--- src/rtl/keypad_pkg.sv ---
// Shared types and helpers for the 4x4 keypad scan controller.
// Row decode is active-low: exactly one low bit yields a valid row index.
package keypad_pkg;

  typedef enum logic [1:0] {
    SCAN      = 2'd0,
    DEB_PRESS = 2'd1,
    HELD      = 2'd2,
    DEB_REL   = 2'd3
  } kp_state_e;

  localparam int KEY_CODE_W = 4;
  localparam int CNT_W      = 8;

  function automatic logic [2:0] row_onehot_low_to_idx(input logic [3:0] row);
    logic [2:0] res;
    case (row)
      4'b1110: res = {1'b1, 2'd0};
      4'b1101: res = {1'b1, 2'd1};
      4'b1011: res = {1'b1, 2'd2};
      4'b0111: res = {1'b1, 2'd3};
      default: res = {1'b0, 2'd0};
    endcase
    return res;
  endfunction

endpackage

--- src/rtl/keypad_scan_controller_if.sv ---
// Key-event handshake between the scan controller (master) and the downstream decoder (slave).
interface keypad_scan_controller_if;

  logic [keypad_pkg::KEY_CODE_W-1:0] key_code;
  logic                              key_valid;
  logic                              key_ready;

  modport master (output key_code, output key_valid, input key_ready);
  modport slave  (input key_code, input key_valid, output key_ready);

endinterface

--- src/rtl/key_event_fifo.sv ---
// First-word-fall-through key-event FIFO; a push into a full FIFO is accepted only
// when a pop happens in the same cycle, otherwise it is dropped and flagged.
module key_event_fifo #(
  parameter int WIDTH = 4,
  parameter int DEPTH = 4
) (
  input  logic             clk_i,
  input  logic             rst_ni,
  input  logic             push_i,
  input  logic [WIDTH-1:0] din_i,
  output logic             full_o,
  input  logic             pop_i,
  output logic             empty_o,
  output logic [WIDTH-1:0] dout_o,
  output logic             overflow_pulse_o
);

  localparam int AW = $clog2(DEPTH);
  localparam logic [AW-1:0] PTR_ONE = AW'(1);
  localparam logic [AW:0]   CNT_ONE = (AW + 1)'(1);
  localparam logic [AW:0]   CNT_MAX = (AW + 1)'(DEPTH);

  logic [WIDTH-1:0] mem_q [DEPTH];
  logic [AW-1:0]    wr_ptr_q, wr_ptr_d;
  logic [AW-1:0]    rd_ptr_q, rd_ptr_d;
  logic [AW:0]      count_q, count_d;
  logic             do_push_s, do_pop_s;

  assign full_o           = (count_q == CNT_MAX);
  assign empty_o          = (count_q == '0);
  assign dout_o           = mem_q[rd_ptr_q];
  assign do_pop_s         = pop_i && !empty_o;
  assign do_push_s        = push_i && (!full_o || do_pop_s);
  assign overflow_pulse_o = push_i && full_o && !do_pop_s;

  always_comb begin
    wr_ptr_d = wr_ptr_q;
    rd_ptr_d = rd_ptr_q;
    count_d  = count_q;
    if (do_push_s) begin
      wr_ptr_d = wr_ptr_q + PTR_ONE;
    end else begin
      wr_ptr_d = wr_ptr_q;
    end
    if (do_pop_s) begin
      rd_ptr_d = rd_ptr_q + PTR_ONE;
    end else begin
      rd_ptr_d = rd_ptr_q;
    end
    case ({do_push_s, do_pop_s})
      2'b10:   count_d = count_q + CNT_ONE;
      2'b01:   count_d = count_q - CNT_ONE;
      default: count_d = count_q;
    endcase
  end

  always_ff @(posedge clk_i) begin
    if (!rst_ni) begin
      wr_ptr_q <= '0;
      rd_ptr_q <= '0;
      count_q  <= '0;
      for (int i = 0; i < DEPTH; i++) begin
        mem_q[i] <= '0;
      end
    end else begin
      wr_ptr_q <= wr_ptr_d;
      rd_ptr_q <= rd_ptr_d;
      count_q  <= count_d;
      if (do_push_s) begin
        mem_q[wr_ptr_q] <= din_i;
      end
    end
  end

endmodule

--- src/rtl/keypad_scan_controller.sv ---
// 4x4 keypad sequencer: column ring, press/release debounce, ghost rejection and
// a small event FIFO holding {row_idx, col_idx} for each debounced press.
module keypad_scan_controller
  import keypad_pkg::*;
#(
  parameter int DEBOUNCE_SCANS = 8,
  parameter int FIFO_DEPTH     = 4
) (
  input  logic                            newClock,
  input  logic                            reset_n,
  input  logic [3:0]                      ROW,
  output logic [3:0]                      COL,
  keypad_scan_controller_if.master        key_if,
  output logic                            key_held,
  output logic                            ghost,
  output logic                            overflow
);

  localparam logic [CNT_W-1:0] DEB_CNT = CNT_W'(DEBOUNCE_SCANS);

  kp_state_e              state_q, state_d;
  logic [1:0]             col_q, col_d;
  logic [CNT_W-1:0]       cnt_q, cnt_d, cnt_inc_s;
  logic [3:0]             cand_q, cand_d;
  logic                   overflow_q, overflow_d;
  logic [2:0]             row_dec_s;
  logic                   row_idle_s, row_single_s;
  logic                   push_s, pop_s;
  logic                   fifo_full_s, fifo_empty_s, fifo_ovf_s;
  logic [KEY_CODE_W-1:0]  push_code_s, head_code_s;

  assign row_dec_s    = row_onehot_low_to_idx(ROW);
  assign row_idle_s   = (ROW == 4'hF);
  assign row_single_s = row_dec_s[2];
  assign cnt_inc_s    = cnt_q + 8'd1;
  assign push_code_s  = {row_dec_s[1:0], col_q};

  // State, column, debounce counter and sticky overflow registers.
  always_ff @(posedge newClock) begin
    if (!reset_n) begin
      state_q    <= SCAN;
      col_q      <= 2'd0;
      cnt_q      <= 8'd0;
      cand_q     <= 4'hF;
      overflow_q <= 1'b0;
    end else begin
      state_q    <= state_d;
      col_q      <= col_d;
      cnt_q      <= cnt_d;
      cand_q     <= cand_d;
      overflow_q <= overflow_d;
    end
  end

  always_comb begin
    state_d = state_q;
    col_d   = col_q;
    cnt_d   = 8'd0;
    cand_d  = cand_q;
    push_s  = 1'b0;
    case (state_q)
      SCAN: begin
        if (row_idle_s) begin
          col_d = col_q + 2'd1;
        end else if (row_single_s) begin
          cand_d  = ROW;
          cnt_d   = 8'd1;
          state_d = DEB_PRESS;
        end else begin
          state_d = HELD;
        end
      end
      DEB_PRESS: begin
        if (ROW != cand_q) begin
          state_d = SCAN;
        end else if (cnt_inc_s == DEB_CNT) begin
          push_s  = 1'b1;
          state_d = HELD;
        end else begin
          cnt_d = cnt_inc_s;
        end
      end
      HELD: begin
        if (row_idle_s) begin
          cnt_d   = 8'd1;
          state_d = DEB_REL;
        end else begin
          state_d = HELD;
        end
      end
      DEB_REL: begin
        // Any low row during release debounce is bounce: fall back to HELD.
        if (!row_idle_s) begin
          state_d = HELD;
        end else if (cnt_inc_s == DEB_CNT) begin
          col_d   = col_q + 2'd1;
          state_d = SCAN;
        end else begin
          cnt_d = cnt_inc_s;
        end
      end
      default: begin
        state_d = SCAN;
      end
    endcase
  end

  always_comb begin
    COL        = 4'hF;
    COL[col_q] = 1'b0;
    ghost      = (state_q == SCAN) && !row_idle_s && !row_single_s;
    case (state_q)
      HELD, DEB_REL: key_held = 1'b1;
      default:       key_held = 1'b0;
    endcase
  end

  assign overflow_d = overflow_q | (fifo_ovf_s & fifo_full_s);
  assign overflow   = overflow_q;

  assign pop_s            = key_if.key_valid && key_if.key_ready;
  assign key_if.key_valid = !fifo_empty_s;
  assign key_if.key_code  = head_code_s;

  key_event_fifo #(
    .WIDTH (KEY_CODE_W),
    .DEPTH (FIFO_DEPTH)
  ) u_fifo (
    .clk_i            (newClock),
    .rst_ni           (reset_n),
    .push_i           (push_s),
    .din_i            (push_code_s),
    .full_o           (fifo_full_s),
    .pop_i            (pop_s),
    .empty_o          (fifo_empty_s),
    .dout_o           (head_code_s),
    .overflow_pulse_o (fifo_ovf_s)
  );

endmodule

--- src/flat_wrapper.sv ---
// flat-port wrapper written by rule: the top's interface ports become plain ports
module keypad_scan_controller_flat import keypad_pkg::*;
#(
  parameter int DEBOUNCE_SCANS = 8,
  parameter int FIFO_DEPTH     = 4
)
  (newClock, reset_n, ROW, COL, key_held, ghost, overflow, key_if_key_code, key_if_key_valid, key_if_key_ready);
  keypad_scan_controller_if key_if_i ();
  input  logic newClock;
  input  logic reset_n;
  input  logic [3:0] ROW;
  output logic [3:0] COL;
  output logic key_held;
  output logic ghost;
  output logic overflow;
  output wire logic [$bits(key_if_i.key_code)-1:0] key_if_key_code;
  output wire logic [$bits(key_if_i.key_valid)-1:0] key_if_key_valid;
  input wire logic [$bits(key_if_i.key_ready)-1:0] key_if_key_ready;
  assign key_if_key_code = key_if_i.key_code;
  assign key_if_key_valid = key_if_i.key_valid;
  assign key_if_i.key_ready = key_if_key_ready;
  keypad_scan_controller #(.DEBOUNCE_SCANS(DEBOUNCE_SCANS), .FIFO_DEPTH(FIFO_DEPTH)) u_core (.newClock(newClock), .reset_n(reset_n), .ROW(ROW), .COL(COL), .key_if(key_if_i), .key_held(key_held), .ghost(ghost), .overflow(overflow));
endmodule
--- config.mk ---
export PLATFORM = sky130hd
export DESIGN_NAME = keypad_scan_controller_flat
export DESIGN_NICKNAME = d
export VERILOG_FILES = /design/src/rtl/keypad_pkg.sv /design/src/rtl/keypad_scan_controller_if.sv /design/src/rtl/key_event_fifo.sv /design/src/rtl/keypad_scan_controller.sv /design/src/flat_wrapper.sv
export SDC_FILE = /design/constraint.sdc
export NUM_CORES = 1
export LEC_CHECK = 0
export CORE_AREA = 5 5 83 85
export DETAILED_ROUTE_END_ITERATION = 16
export DIE_AREA = 0 0 88 90
export GPL_ROUTABILITY_DRIVEN = 0
export PLACE_DENSITY = 0.59
export SKIP_CTS_REPAIR_TIMING = 1
export SYNTH_ARGS = -nofsm -noshare
export SYNTH_HDL_FRONTEND = slang
export SYNTH_SLANG_ARGS = --single-unit
--- constraint.sdc ---
create_clock -name newClock -period 3.02 [get_ports newClock]
set_clock_uncertainty 0.05 [all_clocks]
set_input_delay 0.453 -clock newClock [delete_from_list [all_inputs] [get_ports newClock]]
set_output_delay 0.453 -clock newClock [all_outputs]
set_load 0.05 [all_outputs]
==> results.cfg <==
[pwr]
p_leak_nw = 0.9811
internal-power_uw = 821.1
powerDensity_nw_per_um2 = 403.9
p_sw_share_pct = 24.99
peakVddDrop_v = 0.0003148
sequentialPowerShare_pct = 56.0
pwr-share-clk_pct = 32.1
combPwrFrac_pct = 11.8
switchingPower_uw = 273.6

[setup_path]
cp.arrival_ns = 2.90
critPathKind = in -> reg
cp_top_family = simple AND/OR/NAND/NOR gates
crit_chain = clkdlybuf4s50_1, xnor2_2, nand2_1, or4_4, nor2_4, nand2_2, ha_1, inv_1, fa_1, xor2_1, or3_1, a21oi_1
crit_slowest_cell = or4_4
cp-startpoint = ROW[1]
cp_max_fo = 2
max_stage_delay_ns = 0.54
cp.required_ns = 3.19
cp-start-kind = primary input
r2r_start = u_core.cnt_q[2]
critPathBufInv = 2
worst_setup_path_end_kind = flip-flop

[floorplan]
initial_core_util_pct = 37.69
fp.dieH_um = 90
die-area_um2 = 7920
pin_count = 19
core-area_um2 = 6132
die_w_um = 88
rows = 29

[synthesis]
synth_top_area_share_pct = 22.52
synth_top_area_cell = dfxtp_1
synth_cell_types = 53
yosys_warnings = 0
avgSynthCellArea_um2 = 10.05
ys_top_cells_by_area = dfxtp_1 23%, edfxtp_1 21%, nor2_1 4.4%
ys_ff_latch = 42
async_flop_share_pct = 0
synth_edf_count = 16
ys_top_cells_by_count = 27 x nor2_1, 26 x dfxtp_1, 17 x inv_1
ys.flop_type = dfxtp_1
synth_most_common_cell = nor2_1
synthesis.nets = 244
synth-seq-area-share_pct = 43.31
synth_area_um2 = 2311
syn-instance-count = 230

[cts]
clkLatencyLatePin_ns = 0.29
clkSinkCount = 42
cts.htree.levels = 2
clk_pin_slew_worst_paths_ns = 0.08
cts_root_buf = clkbuf_8
numCtsBuffers = 5
cts_buffer_depth = 2
cts_tree = built

[run_status]
status = finished clean

[drt]
routed_wirelength_um = 4212
drc = 0
firstDrtPassIters = 4
vias = 1649
drt_iter0_drc = 67
avgRoutedWirePerCell_um = 12.57
via_per_inst = 4.922
drtAntennaViolNets = 0

[finish]
final_nets = 271
syn_to_final_growth_pct = 17.27
finalInstanceArea_um2 = 2710
fin_util_pct = 44.20
antenna_cells = 0
drive_above_1_share_pct = 19.38
instances_no_fill = 335

[sta]
fmax_mhz = 365.9
period_minus_slack_ns = 2.733
maxSlewViolCount = 0
worst_pin_slew_ns = 0.5817
finalCritPeriodShare_pct = 90.49
hold_viol_final = 0
max_slew_margin_pct = 61.05
timing.setup.tns_ns = 0
rsz0062_at_grt = false
setup_viol = 0

[global_routing]
grt_start_max_net_pins = 15
first_global_vias = 1673
antenna_found_initial = 0
grt_usage_pct = 11.88
grt_first_pass_wirelength_um = 7507
overflow = 0

[placed_design]
io_buffers = 18
placedCellCount = 327
place_hpwl_um = 3308
placed_area_um2 = 2620

[flow_run]
drv_cap = 0

[worst_hold_path]
holdCritStartpoint = u_core.overflow
hold_path_class = reg -> reg
## worst paths after layout
path	endpoint	slack (ns)	depth (start not counted)
worst max register to register	u_core.u_fifo.count_q[2]	0.30	11
worst min register to register	u_core.overflow	0.42	2
worst min-delay path	u_core.overflow	0.42	2
worst max-delay path	u_core.u_fifo.count_q[2]	0.29	12
## kinds of logic after synthesis
group                    after synthesis  share of synthesized area (%)
AO/OA/AOI/OAI                         35                          10.56
multiplexers                           9                          6.064
XOR/XNOR                              18                          7.471
AND/OR/NAND/NOR                       87                          20.95
flip-flops                            42                          43.31
adder cells (fa/ha/maj)                8                          4.548
buffers and inverters                 31                          7.092
## power groups by stage
stage          clock, mW  combinational (mW)  sequential [mW]
6_report           0.352               0.130            0.613
5_1_grt            0.398               0.141            0.617
4_1_cts            0.368               0.132            0.614
3_5_place_dp           0               0.131            0.627
3_3_place_gp           0               0.130            0.626
2_1_floorplan          0              0.0954            0.619
## cells in the final DEF, fill, tap and decap left out, drive strengths merged, types with 8 or more instances in the layout
master,count
clkdlybuf4s50,17
nor2,28
inv,17
a21oi,10
xnor2,8
dfxtp,26
edfxtp,16
nor3,8
nand2,17
buf,16
xor2,10
## flip-flops by register name, indices dropped and copies added, names as in the netlist, 2 cells and up, named ones only
name and cells:
u_core.u_fifo.rd_ptr_q 2, u_core.cnt_q 8, u_core.u_fifo.count_q 3, u_core.col_q 2, u_core.u_fifo.wr_ptr_q 2, u_core.u_fifo.mem_q 16, u_core.state_q 2, u_core.cand_q 4
## cell type report
type | count | area [µm²]
timing repair buffer | 33 | 302.8
sequential | 42 | 1001
inverter | 18 | 67.56
clock inverter | 3 | 21.27
fill | 607 | 3422
tap | 77 | 96.34
multi-input combinational | 157 | 1152
clock buffer | 5 | 68.82
## tightest hold or removal path, delay by kind of cell, from the launching register on
family          cells  cell delay (ns)
compound gates      1             0.04
flops               1             0.33
simple gates        1             0.07
## per-layer routing
layer  GRT usage [%]  vias to the layer above  wire (µm)
met2           20.79                       17       2187
met5               0                        -          0
met3           3.016                        4        127
met1           14.22                      769       1857
li1                -                      859          -
met4           3.069                        0         40
## metrics by stage
stage	total power, mW	setup slack [ns]	hold WS (ns)
finish	1.095	0.2872	0.4225
global route	1.156	0.1004	0.4738
CTS	1.113	0.2821	0.4306
detailed placement	0.7583	-0.02877	0.4105
global placement	0.7567	0.03106	0.4161
floorplan	0.7144	0.3896	0.4114
(Power assumes the default switching activity.)
